[src/rtl/cmp_result_monitor_pkg.sv]
// ---------------------------------------------------------------------------
// cmp_mon_pkg
//   Shared definitions for the comparator result monitor:
//   - state_t  : run / alarm FSM states
//   - sample_t : classification of one {aeqb,agtb,altb} sample
//   - FLAG_*   : the three legal one-hot flag patterns
//   - classify : maps a raw flag triple onto sample_t
// ---------------------------------------------------------------------------
package cmp_mon_pkg;

    typedef enum logic [2:0] {
        S_IDLE,
        S_GT_RUN,
        S_LT_RUN,
        S_GT_ALARM,
        S_LT_ALARM
    } state_t;

    typedef enum logic [1:0] {
        SMP_EQ,
        SMP_GT,
        SMP_LT,
        SMP_ERR
    } sample_t;

    // Flag order is {aeqb, agtb, altb}
    localparam logic [2:0] FLAG_EQ = 3'b100;
    localparam logic [2:0] FLAG_GT = 3'b010;
    localparam logic [2:0] FLAG_LT = 3'b001;

    // Anything other than the three one-hot patterns (including 000 and
    // multi-hot) is a comparator fault.
    function automatic sample_t classify(input logic [2:0] flags);
        sample_t kind;
        case (flags)
            FLAG_EQ: kind = SMP_EQ;
            FLAG_GT: kind = SMP_GT;
            FLAG_LT: kind = SMP_LT;
            default: kind = SMP_ERR;
        endcase
        return kind;
    endfunction

endpackage

[src/rtl/cmp_result_monitor_sat_counter.sv]
// ---------------------------------------------------------------------------
// sat_counter
//   W-bit up-counter that sticks at all-ones instead of wrapping.
//
//   clk    in  rising-edge clock
//   rst_n  in  asynchronous active-low reset (q -> 0)
//   clr    in  synchronous clear (q -> 0), has priority over inc
//   inc    in  add one this cycle (ignored once q is all-ones)
//   q      out current count
// ---------------------------------------------------------------------------
module sat_counter #(
    parameter int unsigned W = 8
) (
    input  logic         clk,
    input  logic         rst_n,
    input  logic         clr,
    input  logic         inc,
    output logic [W-1:0] q
);

    always_ff @(posedge clk or negedge rst_n) begin
        if (!rst_n) begin
            q <= '0;
        end else if (clr) begin
            q <= '0;
        end else if (inc && (q != '1)) begin
            q <= q + 1'b1;
        end
    end

endmodule

[src/rtl/cmp_result_monitor.sv]
// ---------------------------------------------------------------------------
// cmp_result_monitor
//   Watches the AeqB/AgtB/AltB flags of a magnitude comparator, one sample
//   per cycle while in_valid is high. Keeps saturating tallies of each
//   outcome, raises a sticky alarm once STREAK consecutive A>B (or A<B)
//   samples are seen, and releases it only after STREAK consecutive
//   non-matching samples. Non-one-hot samples are counted and flagged but
//   never influence the run/alarm tracking.
//
//   Parameters
//     CNT_W   width of each tally (saturates at 2^CNT_W-1)
//     STREAK  samples needed to raise and to release an alarm (2..15)
//
//   Ports
//     clk         in   rising-edge clock
//     rst_n       in   asynchronous active-low reset
//     clear       in   synchronous clear of tallies, alarms and FSM;
//                      a valid sample in the same cycle is dropped
//     in_valid    in   flags below form a sample this cycle
//     aeqb        in   comparator A==B flag
//     agtb        in   comparator A>B flag
//     altb        in   comparator A<B flag
//     eq_cnt      out  valid EQ samples
//     gt_cnt      out  valid GT samples
//     lt_cnt      out  valid LT samples
//     err_cnt     out  valid non-one-hot samples
//     gt_alarm    out  sustained A>B
//     lt_alarm    out  sustained A<B
//     sample_err  out  one-cycle pulse after a non-one-hot valid sample
//
//   All outputs are registered: a sample accepted in cycle N shows up in
//   cycle N+1.
// ---------------------------------------------------------------------------
module cmp_result_monitor
    import cmp_mon_pkg::*;
#(
    parameter int unsigned CNT_W  = 8,
    parameter int unsigned STREAK = 4
) (
    input  logic             clk,
    input  logic             rst_n,
    input  logic             clear,
    input  logic             in_valid,
    input  logic             aeqb,
    input  logic             agtb,
    input  logic             altb,
    output logic [CNT_W-1:0] eq_cnt,
    output logic [CNT_W-1:0] gt_cnt,
    output logic [CNT_W-1:0] lt_cnt,
    output logic [CNT_W-1:0] err_cnt,
    output logic             gt_alarm,
    output logic             lt_alarm,
    output logic             sample_err
);

    localparam logic [3:0] STREAK_V = 4'(STREAK);

    // -----------------------------------------------------------------
    // Sample classification
    // -----------------------------------------------------------------
    sample_t kind;
    logic    accept;
    logic    is_eq;
    logic    is_gt;
    logic    is_lt;
    logic    is_err;
    logic    fsm_step;

    always_comb begin
        kind     = classify({aeqb, agtb, altb});
        // clear takes priority: a coincident sample is simply dropped
        accept   = in_valid && !clear;
        is_eq    = accept && (kind == SMP_EQ);
        is_gt    = accept && (kind == SMP_GT);
        is_lt    = accept && (kind == SMP_LT);
        is_err   = accept && (kind == SMP_ERR);
        fsm_step = is_eq || is_gt || is_lt;
    end

    // -----------------------------------------------------------------
    // Outcome tallies
    // -----------------------------------------------------------------
    sat_counter #(.W(CNT_W)) u_eq_cnt (
        .clk   (clk),
        .rst_n (rst_n),
        .clr   (clear),
        .inc   (is_eq),
        .q     (eq_cnt)
    );

    sat_counter #(.W(CNT_W)) u_gt_cnt (
        .clk   (clk),
        .rst_n (rst_n),
        .clr   (clear),
        .inc   (is_gt),
        .q     (gt_cnt)
    );

    sat_counter #(.W(CNT_W)) u_lt_cnt (
        .clk   (clk),
        .rst_n (rst_n),
        .clr   (clear),
        .inc   (is_lt),
        .q     (lt_cnt)
    );

    sat_counter #(.W(CNT_W)) u_err_cnt (
        .clk   (clk),
        .rst_n (rst_n),
        .clr   (clear),
        .inc   (is_err),
        .q     (err_cnt)
    );

    // -----------------------------------------------------------------
    // Fault pulse: high for exactly the cycle after a bad sample
    // -----------------------------------------------------------------
    always_ff @(posedge clk or negedge rst_n) begin
        if (!rst_n) begin
            sample_err <= 1'b0;
        end else begin
            sample_err <= is_err;
        end
    end

    // -----------------------------------------------------------------
    // Run / alarm FSM
    //   run  : length of the current same-direction streak
    //   hold : consecutive samples since the alarm direction was last seen
    // Only valid one-hot samples advance it; ERR samples leave every
    // register untouched.
    // -----------------------------------------------------------------
    state_t     state;
    logic [3:0] run;
    logic [3:0] hold;
    logic [3:0] run_inc;
    logic [3:0] hold_inc;

    always_comb begin
        run_inc  = run + 4'd1;
        hold_inc = hold + 4'd1;
    end

    always_ff @(posedge clk or negedge rst_n) begin
        if (!rst_n) begin
            state    <= S_IDLE;
            run      <= '0;
            hold     <= '0;
            gt_alarm <= 1'b0;
            lt_alarm <= 1'b0;
        end else if (clear) begin
            state    <= S_IDLE;
            run      <= '0;
            hold     <= '0;
            gt_alarm <= 1'b0;
            lt_alarm <= 1'b0;
        end else if (fsm_step) begin
            unique case (state)
                S_IDLE: begin
                    if (is_gt) begin
                        state <= S_GT_RUN;
                        run   <= 4'd1;
                    end else if (is_lt) begin
                        state <= S_LT_RUN;
                        run   <= 4'd1;
                    end
                end

                S_GT_RUN: begin
                    if (is_gt) begin
                        run <= run_inc;
                        if (run_inc == STREAK_V) begin
                            state    <= S_GT_ALARM;
                            hold     <= '0;
                            gt_alarm <= 1'b1;
                        end
                    end else if (is_lt) begin
                        state <= S_LT_RUN;
                        run   <= 4'd1;
                    end else begin
                        state <= S_IDLE;
                        run   <= '0;
                    end
                end

                S_LT_RUN: begin
                    if (is_lt) begin
                        run <= run_inc;
                        if (run_inc == STREAK_V) begin
                            state    <= S_LT_ALARM;
                            hold     <= '0;
                            lt_alarm <= 1'b1;
                        end
                    end else if (is_gt) begin
                        state <= S_GT_RUN;
                        run   <= 4'd1;
                    end else begin
                        state <= S_IDLE;
                        run   <= '0;
                    end
                end

                // Opposite-direction samples inside the hold window only
                // count towards release; they never seed a new run.
                S_GT_ALARM: begin
                    if (is_gt) begin
                        hold <= '0;
                    end else begin
                        hold <= hold_inc;
                        if (hold_inc == STREAK_V) begin
                            state    <= S_IDLE;
                            gt_alarm <= 1'b0;
                            run      <= '0;
                        end
                    end
                end

                S_LT_ALARM: begin
                    if (is_lt) begin
                        hold <= '0;
                    end else begin
                        hold <= hold_inc;
                        if (hold_inc == STREAK_V) begin
                            state    <= S_IDLE;
                            lt_alarm <= 1'b0;
                            run      <= '0;
                        end
                    end
                end

                default: begin
                    state    <= S_IDLE;
                    run      <= '0;
                    hold     <= '0;
                    gt_alarm <= 1'b0;
                    lt_alarm <= 1'b0;
                end
            endcase
        end
    end

endmodule

[config.mk]
export PLATFORM = sky130hd
export DESIGN_NAME = cmp_result_monitor
export DESIGN_NICKNAME = d
export VERILOG_FILES = /design/src/rtl/cmp_result_monitor_pkg.sv /design/src/rtl/cmp_result_monitor_sat_counter.sv /design/src/rtl/cmp_result_monitor.sv
export SDC_FILE = /design/constraint.sdc
export NUM_CORES = 1
export LEC_CHECK = 0
export CAP_MARGIN = 20
export CORE_MARGIN = 4
export CORE_UTILIZATION = 55
export CTS_CLUSTER_DIAMETER = 120
export DETAILED_ROUTE_END_ITERATION = 10
export DONT_BUFFER_PORTS = 1
export MAX_ROUTING_LAYER = met4
export PLACE_DENSITY = 0.73
export REMOVE_ABC_BUFFERS = 1
export SYNTH_ARGS = -nofsm -noshare
export SYNTH_HDL_FRONTEND = slang
export SYNTH_SLANG_ARGS = --single-unit
[constraint.sdc]
create_clock -name clk -period 1.8 [get_ports clk]
set_input_delay 0.36 -clock clk [delete_from_list [all_inputs] [get_ports clk]]
set_output_delay 0.36 -clock clk [all_outputs]
set_load 0.005 [all_outputs]
==> qor.csv <==
stage,metric,value,unit
run_status,status,finished with violations,
run_status,violations,negative setup slack,
sta,slew_viol_final,0,
power,power.density,642.0,mW/mm^2
clocking,path_clk_slew,90,ps
global_routing,grt_pass1_wl,10380,um
critical_path,crit_type,reg2reg,
sta,layout_setup_ws,-88.47,ps
yosys,synth_top_flop_cell,dfrtp_1,
clocking,cts_made_buffers,5,
critical_path,r2r_end,state[1],
finish,diodes,0,
die,placement_rows,25,
yosys,ys_seq_area_frac,0.4281,
sta,period_needed,1888,ps
hold_path,hold_class,in2reg,
power,power.leakage,0.001456,uW
global_routing,overflow,0,
finish,area_delta_synth_final,23.78,%
routing,first_pass_iters,4,
critical_path,crit_path_end_kind,flop,
yosys,synth_edf_count,0,
sta,setup_viol,9,
clocking,cts_tree,done,
yosys,ys_async_sr_fraction,1.000,
power,ir_drop,0.4202,mV
finish,layout_commonest_cell,dfrtp_1,
sta,fmax,529.5,MHz
global_routing,grt_util_all_layers,0.2177,
sta,holdWs,106.6,ps
hold_path,min_to,u_gt_cnt.q[6],
yosys,ys_seq_elements,46,
die,die_h,77.92,um
finish,final_cell_mix,"dfrtp_1, buf_4, nor2_1",
sta,clock_skew,8.148,ps
place,gp_congestion,0.8282,
place,io_buffers,0,
clocking,cts_root_buffer,clkbuf_8,
die,die_area,0.006072,mm^2
die,io-pin-count,42,
routing,drt_first_iter_violations,153,
yosys,postSynthCellCount,278,
critical_path,rrSetupSlack,-90,ps
clocking,insertion_delay,310,ps
job,cap_violations,0,
routing,ant_nets,0,
hold_path,hold_start,clear,
yosys,synth.cell_area,0.002689,mm^2
die,core,0.004723,mm^2
sta,final-hold-violation-count,0,
critical_path,timing.rr.start,hold[1],
hold_path,hold_depth,1,
finish,utilization,0.7046,
yosys,yosysTopAreaCellShare,0.4281,
sta,tns,-349.8,ps
critical_path,crit_required,2000,ps
place,dp_hpwl,4160,um
yosys,synth.distinct_cells,63,
critical_path,crit_path_max_fanout,3,
clocking,htreeDepth,2,
global_routing,grt_pass1_vias,2209,
yosys,ys_warn_count,0,
sta,rsz0062_at_grt,true,
finish,final_nets,337,
die,start_util,0.5693,
yosys,avgSynthCellArea,9.672,um^2
critical_path,start_kind,flop,
yosys,yosysTopAreaCell,dfrtp_1,
global_routing,antenna_found_initial,0,
finish,drive_above_1_share,0.2786,
routing,vias_per_cell,5.874,
critical_path,critPathArrivalTime,2090,ps
sta,relSlewSlack,0.6942,
yosys,synthTopCellsByArea,"dfrtp_1, nor2_1, xor2_1",
clocking,clock_path_buffers,2,
finish,fillers,359,
critical_path,rr_worst_depth,8,
routing,wl_per_cell,15.96,um
routing,drcViolationCount,0,
sta,min_period_over_period,1.049,
sta,max_slew.worst_pin.slew,453.9,ps
routing,vias,2291,
global_routing,grt_max_degree,47,
die,fp.dieW,77.92,um
routing,wl,6225,um
clocking,cts.sinks,46,
power,p_total,2137,uW
repair_timing:
action,4_1_cts,5_1_grt
endpoints found under the setup margin,13,20
buffers inserted,4,4
pin swaps,10,18
hold buffers,2,0
gates resized for setup,12,22
hold endpoints to repair,46,0
state kept, by name, summed over array words and instances (netlist names):
register     flops
u_eq_cnt.q       8
u_lt_cnt.q       8
u_gt_cnt.q       8
state            3
u_err_cnt.q      8
hold             4
lt_alarm         1
run              4
gt_alarm         1
sample_err       1
cell families (layout without fill, tap and decap cells):
group / after synthesis / after routing / share of synthesized area
buffers and inverters: 14 / 59 / 0.02326
and+or+nand+nor: 132 / 132 / 0.2825
AOI/OAI and AO/OA: 52 / 52 / 0.1405
DFF: 46 / 46 / 0.4281
muxes: 4 / 4 / 0.01675
adders and majority gates: 8 / 8 / 0.03723
xor gates and xnor gates: 22 / 22 / 0.07166
worst max path at each step:
stage / depth (start not counted) / startpoint / endpoint / slack, ps
after floorplan: 7 / hold[0] / state[1] / -150
after global placement: 6 / run[1] / hold[1] / -120
after detailed placement: 6 / run[0] / hold[1] / -150
after CTS: 7 / hold[1] / state[1] / -40
after global routing: 8 / hold[1] / state[1] / -170
final: 8 / hold[1] / state[1] / -90
worst max-delay path: stages, from the launching register on:
cell	delay, ps
dfrtp_1	380
buf_6	120
buf_6	90
nand3b_1	80
a32o_2	290
a311o_1	360
nand4_4	120
a21oi_4	40
mux2_4	300
cell usage after synthesis, types with 3 or more instances:
| cell | instances |
|---|---|
| xnor2_1 | 6 |
| xor2_1 | 16 |
| nand3_1 | 15 |
| o31ai_1 | 4 |
| mux2i_1 | 3 |
| dfrtp_1 | 46 |
| or3_1 | 6 |
| inv_1 | 6 |
| a21oi_1 | 9 |
| a31oi_1 | 3 |
| nor2b_1 | 3 |
| clkbuf_1 | 4 |
| ha_1 | 8 |
| nor2_1 | 39 |
| nor3_1 | 3 |
| nand3b_1 | 4 |
| nand2_1 | 25 |
| and3_1 | 4 |
| o21ai_0 | 15 |
| nand4_1 | 7 |
cell type report:
| class | instances | area [um^2] | share of cell area |
|---|---|---|---|
| Inverter | 6 | 22.52 | 0.006767 |
| Clock inverter | 1 | 5.005 | 0.001504 |
| Timing Repair Buffer | 45 | 375.4 | 0.1128 |
| Multi-Input combinational cell | 218 | 1604 | 0.4820 |
| Tap cell | 67 | 83.83 | 0.02519 |
| Sequential cell | 46 | 1151 | 0.3459 |
| Clock buffer | 7 | 86.33 | 0.02594 |
metal layers:
| layer | routed length [um] | track usage |
|---|---|---|
| met5 | 0 | - |
| met2 | 3023 | 0.3305 |
| met3 | 361 | 0.05684 |
| met1 | 2758 | 0.2826 |
| met4 | 82 | 0.07867 |
through the flow:
step	instance area [um^2]	cells	setup slack (ps)
6_report	3328	390	-88.47
5_1_grt	3328	390	-165.4
4_1_cts	3207	386	-43.80
3_5_place_dp	2995	372	-154.5
3_3_place_gp	2995	372	-118.7
2_1_floorplan	2649	270	-149.2
power breakdown:
part / switching (uW) / total [uW] / internal [uW]
Clock: 356 / 667 / 310
Sequential: 43.9 / 1110 / 1060
Combinational: 191 / 363 / 173
(Power assumes the default switching activity.)
